===== src/rtl/dragon_pkg.sv =====
// Shared types for the dragon sprite motion controller: coordinate widths,
// FSM state encoding and default screen limits.
package dragon_pkg;

    localparam int COORD_W = 10;

    typedef logic [COORD_W-1:0] coord_t;
    // One extra bit so right-edge sums cannot wrap before the compare.
    typedef logic [COORD_W:0]   coord_ext_t;

    typedef enum logic [2:0] {
        ST_IDLE   = 3'd0,
        ST_MOVE_R = 3'd1,
        ST_MOVE_L = 3'd2,
        ST_DROP   = 3'd3,
        ST_LANDED = 3'd4
    } dragon_state_e;

    localparam int unsigned DEF_X_MIN           = 16;
    localparam int unsigned DEF_X_MAX           = 600;
    localparam int unsigned DEF_X_START         = 16;
    localparam int unsigned DEF_Y_MIN           = 32;
    localparam int unsigned DEF_Y_MAX           = 400;
    localparam int unsigned DEF_X_STEP          = 8;
    localparam int unsigned DEF_Y_STEP          = 16;
    localparam int unsigned DEF_SPEEDUP_BOUNCES = 4;
    localparam int unsigned DEF_WDOG_CYCLES     = 50_000_000;

    function automatic coord_ext_t ext(input coord_t c);
        return {1'b0, c};
    endfunction

endpackage


===== src/rtl/dragon_clk_edge_sync.sv =====
// Brings the asynchronous Dragon_clk square wave into the clk domain and
// emits a registered one-cycle pulse for every rising edge.
module dragon_clk_edge_sync (
    input  logic clk,
    input  logic rst,
    input  logic async_in,
    output logic step_pulse
);

    logic s1_q, s1_d;
    logic s2_q, s2_d;
    logic s3_q, s3_d;
    logic pulse_q, pulse_d;

    // s1/s2 form the synchroniser; s3 is the history used for edge detection.
    always_comb begin
        s1_d    = async_in;
        s2_d    = s1_q;
        s3_d    = s2_q;
        pulse_d = s2_q & ~s3_q;
    end

    always_ff @(posedge clk) begin
        if (rst) begin
            s1_q    <= 1'b0;
            s2_q    <= 1'b0;
            s3_q    <= 1'b0;
            pulse_q <= 1'b0;
        end else begin
            s1_q    <= s1_d;
            s2_q    <= s2_d;
            s3_q    <= s3_d;
            pulse_q <= pulse_d;
        end
    end

    assign step_pulse = pulse_q;

endmodule


===== src/rtl/dragon_motion_ctrl.sv =====
// Dragon sprite motion: bounces left/right, drops a row at each wall, lands at
// the bottom and requests a speed-up. Optional stall watchdog: DRAGON_WDOG_EN.
module dragon_motion_ctrl
    import dragon_pkg::*;
#(
    parameter int unsigned X_MIN           = DEF_X_MIN,
    parameter int unsigned X_MAX           = DEF_X_MAX,
    parameter int unsigned X_START         = DEF_X_START,
    parameter int unsigned Y_MIN           = DEF_Y_MIN,
    parameter int unsigned Y_MAX           = DEF_Y_MAX,
    parameter int unsigned X_STEP          = DEF_X_STEP,
    parameter int unsigned Y_STEP          = DEF_Y_STEP,
    parameter int unsigned SPEEDUP_BOUNCES = DEF_SPEEDUP_BOUNCES,
    parameter int unsigned WDOG_CYCLES     = DEF_WDOG_CYCLES
) (
    input  logic          clk,
    input  logic          rst,
    input  logic          Dragon_clk,
    input  logic          enable,
    output logic          Dragon_speedup,
    output coord_t        dragon_x,
    output coord_t        dragon_y,
    output logic          dragon_dir,
    output logic          step_pulse,
    output logic          dragon_landed,
    output logic          dragon_clk_stall,
    output dragon_state_e dbg_state
);

    localparam coord_t     X_MIN_C   = coord_t'(X_MIN);
    localparam coord_t     X_MAX_C   = coord_t'(X_MAX);
    localparam coord_t     X_START_C = coord_t'(X_START);
    localparam coord_t     Y_MIN_C   = coord_t'(Y_MIN);
    localparam coord_t     Y_MAX_C   = coord_t'(Y_MAX);
    localparam coord_t     X_STEP_C  = coord_t'(X_STEP);
    localparam coord_ext_t X_MAX_E   = coord_ext_t'(X_MAX);
    localparam coord_ext_t X_STEP_E  = coord_ext_t'(X_STEP);
    localparam coord_ext_t X_LEFT_E  = coord_ext_t'(X_MIN + X_STEP);
    localparam coord_ext_t Y_MAX_E   = coord_ext_t'(Y_MAX);
    localparam coord_ext_t Y_STEP_E  = coord_ext_t'(Y_STEP);
    localparam logic [7:0] SPEEDUP_TH = 8'(SPEEDUP_BOUNCES);

    dragon_state_e state_q, state_d;
    coord_t        x_q, x_d;
    coord_t        y_q, y_d;
    logic          dir_q, dir_d;
    logic          next_dir_q, next_dir_d;
    logic [7:0]    bounce_q, bounce_d;
    logic          speedup_q, speedup_d;
    logic          landed_q, landed_d;

    logic          step;
    logic          step_go;
    coord_ext_t    x_right;
    coord_ext_t    y_sum;

    dragon_clk_edge_sync u_sync (
        .clk        (clk),
        .rst        (rst),
        .async_in   (Dragon_clk),
        .step_pulse (step)
    );

    assign step_go = step & enable;
    assign x_right = ext(x_q) + X_STEP_E;
    assign y_sum   = ext(y_q) + Y_STEP_E;

    always_comb begin
        state_d    = state_q;
        x_d        = x_q;
        y_d        = y_q;
        dir_d      = dir_q;
        next_dir_d = next_dir_q;
        bounce_d   = bounce_q;
        landed_d   = landed_q;
        speedup_d  = speedup_q | (bounce_q >= SPEEDUP_TH);

        case (state_q)
            ST_IDLE: begin
                if (enable) state_d = ST_MOVE_R;
            end
            ST_MOVE_R: begin
                if (step_go) begin
                    if (x_right > X_MAX_E) begin
                        x_d        = X_MAX_C;
                        next_dir_d = 1'b1;
                        state_d    = ST_DROP;
                    end else begin
                        x_d = x_right[COORD_W-1:0];
                    end
                end
            end
            ST_MOVE_L: begin
                if (step_go) begin
                    if (ext(x_q) < X_LEFT_E) begin
                        x_d        = X_MIN_C;
                        next_dir_d = 1'b0;
                        state_d    = ST_DROP;
                    end else begin
                        x_d = x_q - X_STEP_C;
                    end
                end
            end
            ST_DROP: begin
                if (step_go) begin
                    y_d   = (y_sum >= Y_MAX_E) ? Y_MAX_C : y_sum[COORD_W-1:0];
                    dir_d = next_dir_q;
                    if (bounce_q != 8'hFF) bounce_d = bounce_q + 8'd1;
                    if (y_d == Y_MAX_C) begin
                        landed_d = 1'b1;
                        state_d  = ST_LANDED;
                    end else begin
                        state_d = next_dir_q ? ST_MOVE_L : ST_MOVE_R;
                    end
                end
            end
            ST_LANDED: begin
                state_d = ST_LANDED;
            end
            default: begin
                state_d = ST_IDLE;
            end
        endcase
    end

    always_ff @(posedge clk) begin
        if (rst) begin
            state_q    <= ST_IDLE;
            x_q        <= X_START_C;
            y_q        <= Y_MIN_C;
            dir_q      <= 1'b0;
            next_dir_q <= 1'b0;
            bounce_q   <= 8'd0;
            speedup_q  <= 1'b0;
            landed_q   <= 1'b0;
        end else begin
            state_q    <= state_d;
            x_q        <= x_d;
            y_q        <= y_d;
            dir_q      <= dir_d;
            next_dir_q <= next_dir_d;
            bounce_q   <= bounce_d;
            speedup_q  <= speedup_d;
            landed_q   <= landed_d;
        end
    end

`ifdef DRAGON_WDOG_EN
    localparam int WDOG_W = $clog2(WDOG_CYCLES) + 1;
    localparam logic [WDOG_W-1:0] WDOG_LAST = WDOG_W'(WDOG_CYCLES - 1);

    logic [WDOG_W-1:0] wdog_cnt_q, wdog_cnt_d;
    logic              stall_q, stall_d;

    // A frozen game is not a stalled divider, so enable=0 also clears the count.
    always_comb begin
        wdog_cnt_d = wdog_cnt_q;
        stall_d    = stall_q;
        if (step || !enable) begin
            wdog_cnt_d = '0;
        end else if (wdog_cnt_q != WDOG_LAST) begin
            wdog_cnt_d = wdog_cnt_q + 1'b1;
        end
        if (step) begin
            stall_d = 1'b0;
        end else if (wdog_cnt_q == WDOG_LAST) begin
            stall_d = 1'b1;
        end
    end

    always_ff @(posedge clk) begin
        if (rst) begin
            wdog_cnt_q <= '0;
            stall_q    <= 1'b0;
        end else begin
            wdog_cnt_q <= wdog_cnt_d;
            stall_q    <= stall_d;
        end
    end

    assign dragon_clk_stall = stall_q;
`else
    logic unused_wdog;
    assign unused_wdog      = ^WDOG_CYCLES;
    assign dragon_clk_stall = 1'b0;
`endif

    assign Dragon_speedup = speedup_q;
    assign dragon_x       = x_q;
    assign dragon_y       = y_q;
    assign dragon_dir     = dir_q;
    assign step_pulse     = step;
    assign dragon_landed  = landed_q;
    assign dbg_state      = state_q;

endmodule


===== config.mk =====
export PLATFORM = sky130hd
export DESIGN_NAME = dragon_motion_ctrl
export DESIGN_NICKNAME = d
export VERILOG_FILES = /design/src/rtl/dragon_pkg.sv /design/src/rtl/dragon_clk_edge_sync.sv /design/src/rtl/dragon_motion_ctrl.sv
export SDC_FILE = /design/constraint.sdc
export NUM_CORES = 1
export LEC_CHECK = 0
export ABC_AREA = 1
export ABC_CLOCK_PERIOD_IN_PS = 4550
export BUFFER_PORTS_ARGS = -buffer_cell sky130_fd_sc_hd__buf_2
export CAP_MARGIN = 20
export CELL_PAD_IN_SITES_DETAIL_PLACEMENT = 0
export CELL_PAD_IN_SITES_GLOBAL_PLACEMENT = 1
export CORE_MARGIN = 2
export CORE_UTILIZATION = 40
export DETAILED_ROUTE_END_ITERATION = 8
export PLACE_DENSITY_LB_ADDON = 0.3
export SKIP_CTS_REPAIR_TIMING = 1
export SYNTH_ARGS = -nofsm -noshare
export SYNTH_HDL_FRONTEND = slang
export SYNTH_HIERARCHICAL = 1
export SYNTH_SLANG_ARGS = --single-unit

===== constraint.sdc =====
create_clock -name clk -period 4.55 [get_ports clk]
set_input_delay 0.2275 -clock clk [delete_from_list [all_inputs] [get_ports clk]]
set_output_delay 0.2275 -clock clk [all_outputs]
set_load 0.01 [all_outputs]

Word-level counts from Yosys, hierarchy flattened
Cells that the tools add are included.
- bits in registers: 39
- input bits: 4
- output and inout port bits: 28
- word-level logic and storage cells: 64
- add/subtract/negate cells: 4
- order comparisons: 4
- equality and inequality tests: 12
- multiplexer cells: 20
- bitwise logic cells: 4
- reductions and logical operators: 8
- operators with widths (operator ; count):
    $mux W10 ; 5
    $mux W3 ; 7
    $pmux W10 S2 ; 1
    $pmux W3 S5 ; 1
    $ne A2 B2 Y1 const B ; 6
    $add A10 B4 Y11 const B ; 1
    $add A10 B5 Y11 const B ; 1
    $ge A11 B9 Y1 const B ; 1
    $gt A11 B10 Y1 const B ; 1
    $eq A10 B9 Y1 const B ; 1
    $lt A10 B5 Y1 const B ; 1
    $sub A10 B4 Y10 const B ; 1
    $reduce_and A3 Y1 ; 3
    $add A8 B1 Y8 const B ; 1
    $ge A8 B3 Y1 const B ; 1
    $ne A8 B8 Y1 const B ; 1
    $eq A3 B2 Y1 const B ; 2
    $reduce_and A6 Y1 ; 1
    $reduce_and A5 Y1 ; 1
    $mux W1 ; 4
    $eq A3 B1 Y1 const B ; 1
    $eq A3 B3 Y1 const B ; 1
    $logic_not A3 Y1 ; 1
    $and A1 B1 Y1 ; 2
    6 further kinds ; 6

Longest topological paths before layout
- depth in word-level cells: 7
- depth in mapped cells: 14
- gate-level depth less buffers: 13

By module
Netlist, hierarchy kept.
- by module, submodules not included (module ; instances ; cells each ; area an instance (µm²) ; seq. area each (µm²)):
    dragon_motion_ctrl ; 1 ; 269 ; 1921.8 ; 640.6
    dragon_clk_edge_sync ; 1 ; 12 ; 115.1 ; 80.1

Worst setup path after synthesis
No wires, ideal clock.
- path kind: register -> register
- start point: reg x_q[3], in the netlist dragon_x[3]
- end point: reg x_q[4], in the netlist dragon_x[4]
- library setup time: 0.117 ns
- arrival: 1.674 ns
- required time: 4.433 ns
- setup slack: 2.760 ns
- stages on the path, launching flop included: 15
- buffers on the path: 1
- clock period less this slack: 1.790 ns
- path through: dfxtp_1 > buf_2 > inv_2 > ha_1 > nand2_1 > nand2_1 > nand2_1 > nand3_1 > nand3_2 > nand2_2 > nand2_2 > nor2_2 > o21ai_1 > o21ai_1 > nand2_1
- cells in the longest elaborated chain, start to end: 5
- elaborated cells between the ends (all ways): 9
- those cells by class: add/sub: 2; order compare: 2; mux: 5
- ends and longest elaborated chain (what ; RTL line ; text):
    start, declared ; dragon_motion_ctrl.sv:44 ; coord_t x_q, x_d;
    start signal, assigned ; dragon_motion_ctrl.sv:129 ; x_q <= X_START_C;
    start signal, assigned ; dragon_motion_ctrl.sv:138 ; x_q <= x_d;
    $add A10 B4 Y11 ; dragon_motion_ctrl.sv:65 ; assign x_right = ext(x_q) + X_STEP_E;
    $gt A11 B10 Y1 ; dragon_motion_ctrl.sv:84 ; if (x_right > X_MAX_E) begin
    $mux W10 ; dragon_motion_ctrl.sv:84 ;
    $mux W10 ; dragon_motion_ctrl.sv:83 ; if (step_go) begin
    $pmux W10 S2 * ; dragon_motion_ctrl.sv:78 ; case (state_q)
Every way passes the cells marked *; elsewhere a longest branch is shown, timed or not. The select of a mux whose other input is x is not followed.
A chain may end at the register's enable or synchronous reset.

Worst setup path after layout
Same ends and word-level chain as after synthesis.

==> qor.txt <==
Status - finished, final reports clean
Full die area - 5680 um^2
Sink Count - 36
Crit. Startpoint - dragon_x[3]$_SDFFE_PP0P_
DRC - 0
Synth top area share - 35.4%
Synth Instances - 281
Antenna Nets Post-Route - 0
Area leader, netlist - dfxtp_1
RePlAce Congestion - 0.863
Slew headroom - 58.2%
RSZ-0062 raised after global routing - no
Seq cells post-synth - 36
Setup TNS - 0 ns
Final hold violations - 0
Port-buffer cells - 27
First-pass GRT wire length - 7310 um
Global route overflow - 0
DR iter-0 viols - 129
Area growth from synthesis to final layout - 12.8%
Fin nets - 319
Crit path DAT - 2.15 ns
Clock root buffer - clkbuf_8
Clk_lat worst skew - 0.29 ns
# setup viols final - 0
Count of different cell masters after synthesis - 37
Share of layout cells above drive strength 1 - 23.0%
Initial cell density of the core - 42.3%
Vias - 1812
Max clock buf depth - 2
Die H - 75.4 um
Syn_area_per_cell - 7.25 um^2
Post-synth EDFFs - 0
Inserted Clock Buffers - 5
Total wire length - 4400 um
Final worst-path cycle share - 43.4%
Top cells by area, synth - dfxtp_1, nand2_1, inv_1, a21oi_1, ha_1
R2R Setup Slk - 2.58 ns
Final Util - 47.7%
Type of destination of the critical path - flip-flop
Initial antenna violation count - 0
Top_reg_cell synth - dfxtp_1
Gr usage total - 16.9%
Avg WL per Cell - 11.7 um
WS Path Type - flip-flop to flip-flop
Worst hold-check path type - input port to flip-flop
Worst path required time - 4.72 ns
Sequential area share after synthesis - 35.4%
Final Skew - 0.00890 ns
CTS H-tree depth - 2
N_diodes - 0
Crit path max fanout - 11
CTS tree - done
Worst Setup EP - dragon_x[4]$_SDFFE_PP1P_
Worst-Margin Slew - 0.627 ns
Horiz. Die Dim - 75.4 um
Ys async rst share - 0%
Row count - 25
Worst r2r src - dragon_x[3]$_SDFFE_PP0P_
Maximum VDD drop - 174 uV
Post-DP HPWL - 3270 um
Leak - 1.01 nW
Minimum clock period - 1.97 ns
Vias in the first global route - 1614
Max Cap Violations - 0
Reg2reg path depth - 13
Max-slew violations - 0
Mapped Area - 2040 um^2
Critical R2R Capture - dragon_x[4]$_SDFFE_PP1P_
Placed Instances - 368
Synth warn - 6
Via/cell ratio - 4.82
Power after layout - 728 uW
Max frequency - 0.507 GHz
Clock slew at reported path FFs - 0.08 ns
Core Box Area - 4820 um^2
DRT Pass-1 Iters - 4
Non-Filler Instances - 376
CP Launch Type - flip-flop
I/O Pins - 32
Largest net degree at the start of global routing - 21
Power per Cell Area - 317 nW/um^2
WHS - 0.131 ns
[final cells by class]
type,count,area [um^2]
fill,522,2520
tap,67,83.8
clock inverter,3,23.8
multi-input combinational,198,1110
sequential,36,721
timing repair buffer,27,135
inverter,40,150
clock buffer,5,68.8
[sequential cells by signal, summed over array words and instances, names as in the netlist]
| signal | flops |
|---|---|
| bounce_q | 8 |
| u_sync/step_pulse | 1 |
| dragon_y | 10 |
| dragon_dir | 1 |
| u_sync/s2_q | 1 |
| dragon_landed | 1 |
| next_dir_q | 1 |
| Dragon_speedup | 1 |
| dbg_state | 3 |
| u_sync/s1_q | 1 |
| dragon_x | 7 |
| u_sync/s3_q | 1 |
[Yosys cell counts (4+ instances only)]
library cell	count
buf_4	6
o21ai_0	16
nor2_2	7
nand4_1	9
nor3_1	4
xor2_1	6
nand2_1	51
nand3_2	6
nor2_1	21
ha_1	7
inv_2	9
nand3_1	11
a21oi_1	23
dfxtp_1	36
nand2_2	6
o21ai_1	4
inv_1	31
[stage by stage]
step	worst slack (ns)	cell area, um^2
finish	2.58	2300
CTS	2.58	2300
floorplan	2.76	2050
global placement	2.64	2200
global route	2.33	2300
detailed placement	2.59	2200
[power breakdown]
group | internal (mW) | switching, mW | total (mW) | leakage, nW
logic | 0.0512 | 0.100 | 0.152 | 0.682
registers | 0.326 | 0.0150 | 0.341 | 0.291
clock network | 0.108 | 0.127 | 0.235 | 0.0404
[critical path: stages, from the launching register on]
cell and delay, ns:
dfxtp_1 0.54, inv_2 0.12, ha_1 0.35, nand2_1 0.06, nand2_1 0.05, nand2_1 0.05
nand3_1 0.08, nand3_2 0.08, nand2_2 0.09, nand2_2 0.08, nor2_2 0.15, o21ai_1 0.08
o21ai_1 0.07, nand2_1 0.06
[worst min-delay path by stage]
stage                                start  cells past startpoint                            to
floorplan                              rst                      1        u_sync/s1_q$_SDFF_PP0_
global placement    u_sync/s3_q$_SDFF_PP0_                      1  u_sync/step_pulse$_SDFF_PP0_
detailed placement  u_sync/s3_q$_SDFF_PP0_                      1  u_sync/step_pulse$_SDFF_PP0_
CTS                             Dragon_clk                      3        u_sync/s1_q$_SDFF_PP0_
global route                    Dragon_clk                      3        u_sync/s1_q$_SDFF_PP0_
finish                          Dragon_clk                      3        u_sync/s1_q$_SDFF_PP0_
[cell families (layout without fill, tap and decap cells)]
family | Yosys count | count (layout) | synth area share, %
simple gates | 124 | 124 | 30.7
compound gates | 53 | 53 | 14.4
buf+inv | 50 | 75 | 10.4
flops | 36 | 36 | 35.4
xor+xnor | 10 | 10 | 4.67
fa+ha+maj | 7 | 7 | 4.30
other cells | 1 | 4 | 0.184
[placed cells by master, fill, tap and decap left out, types with 9 or more instances in the layout]
master,instances
nand2_1,51
dfxtp_1,36
inv_1,31
buf_2,27
a21oi_1,23
nor2_1,21
o21ai_0,16
nand3_1,11
inv_2,9
nand4_1,9
[layer usage]
layer	wire (um)	GRT usage [%]	up-vias
li1	-	-	964
met1	2210	23.6	813
met2	1980	25.5	31
met3	175	4.50	4
met4	42	5.26	0
met5	0	0	-
Power figures use the tool's default switching activity.
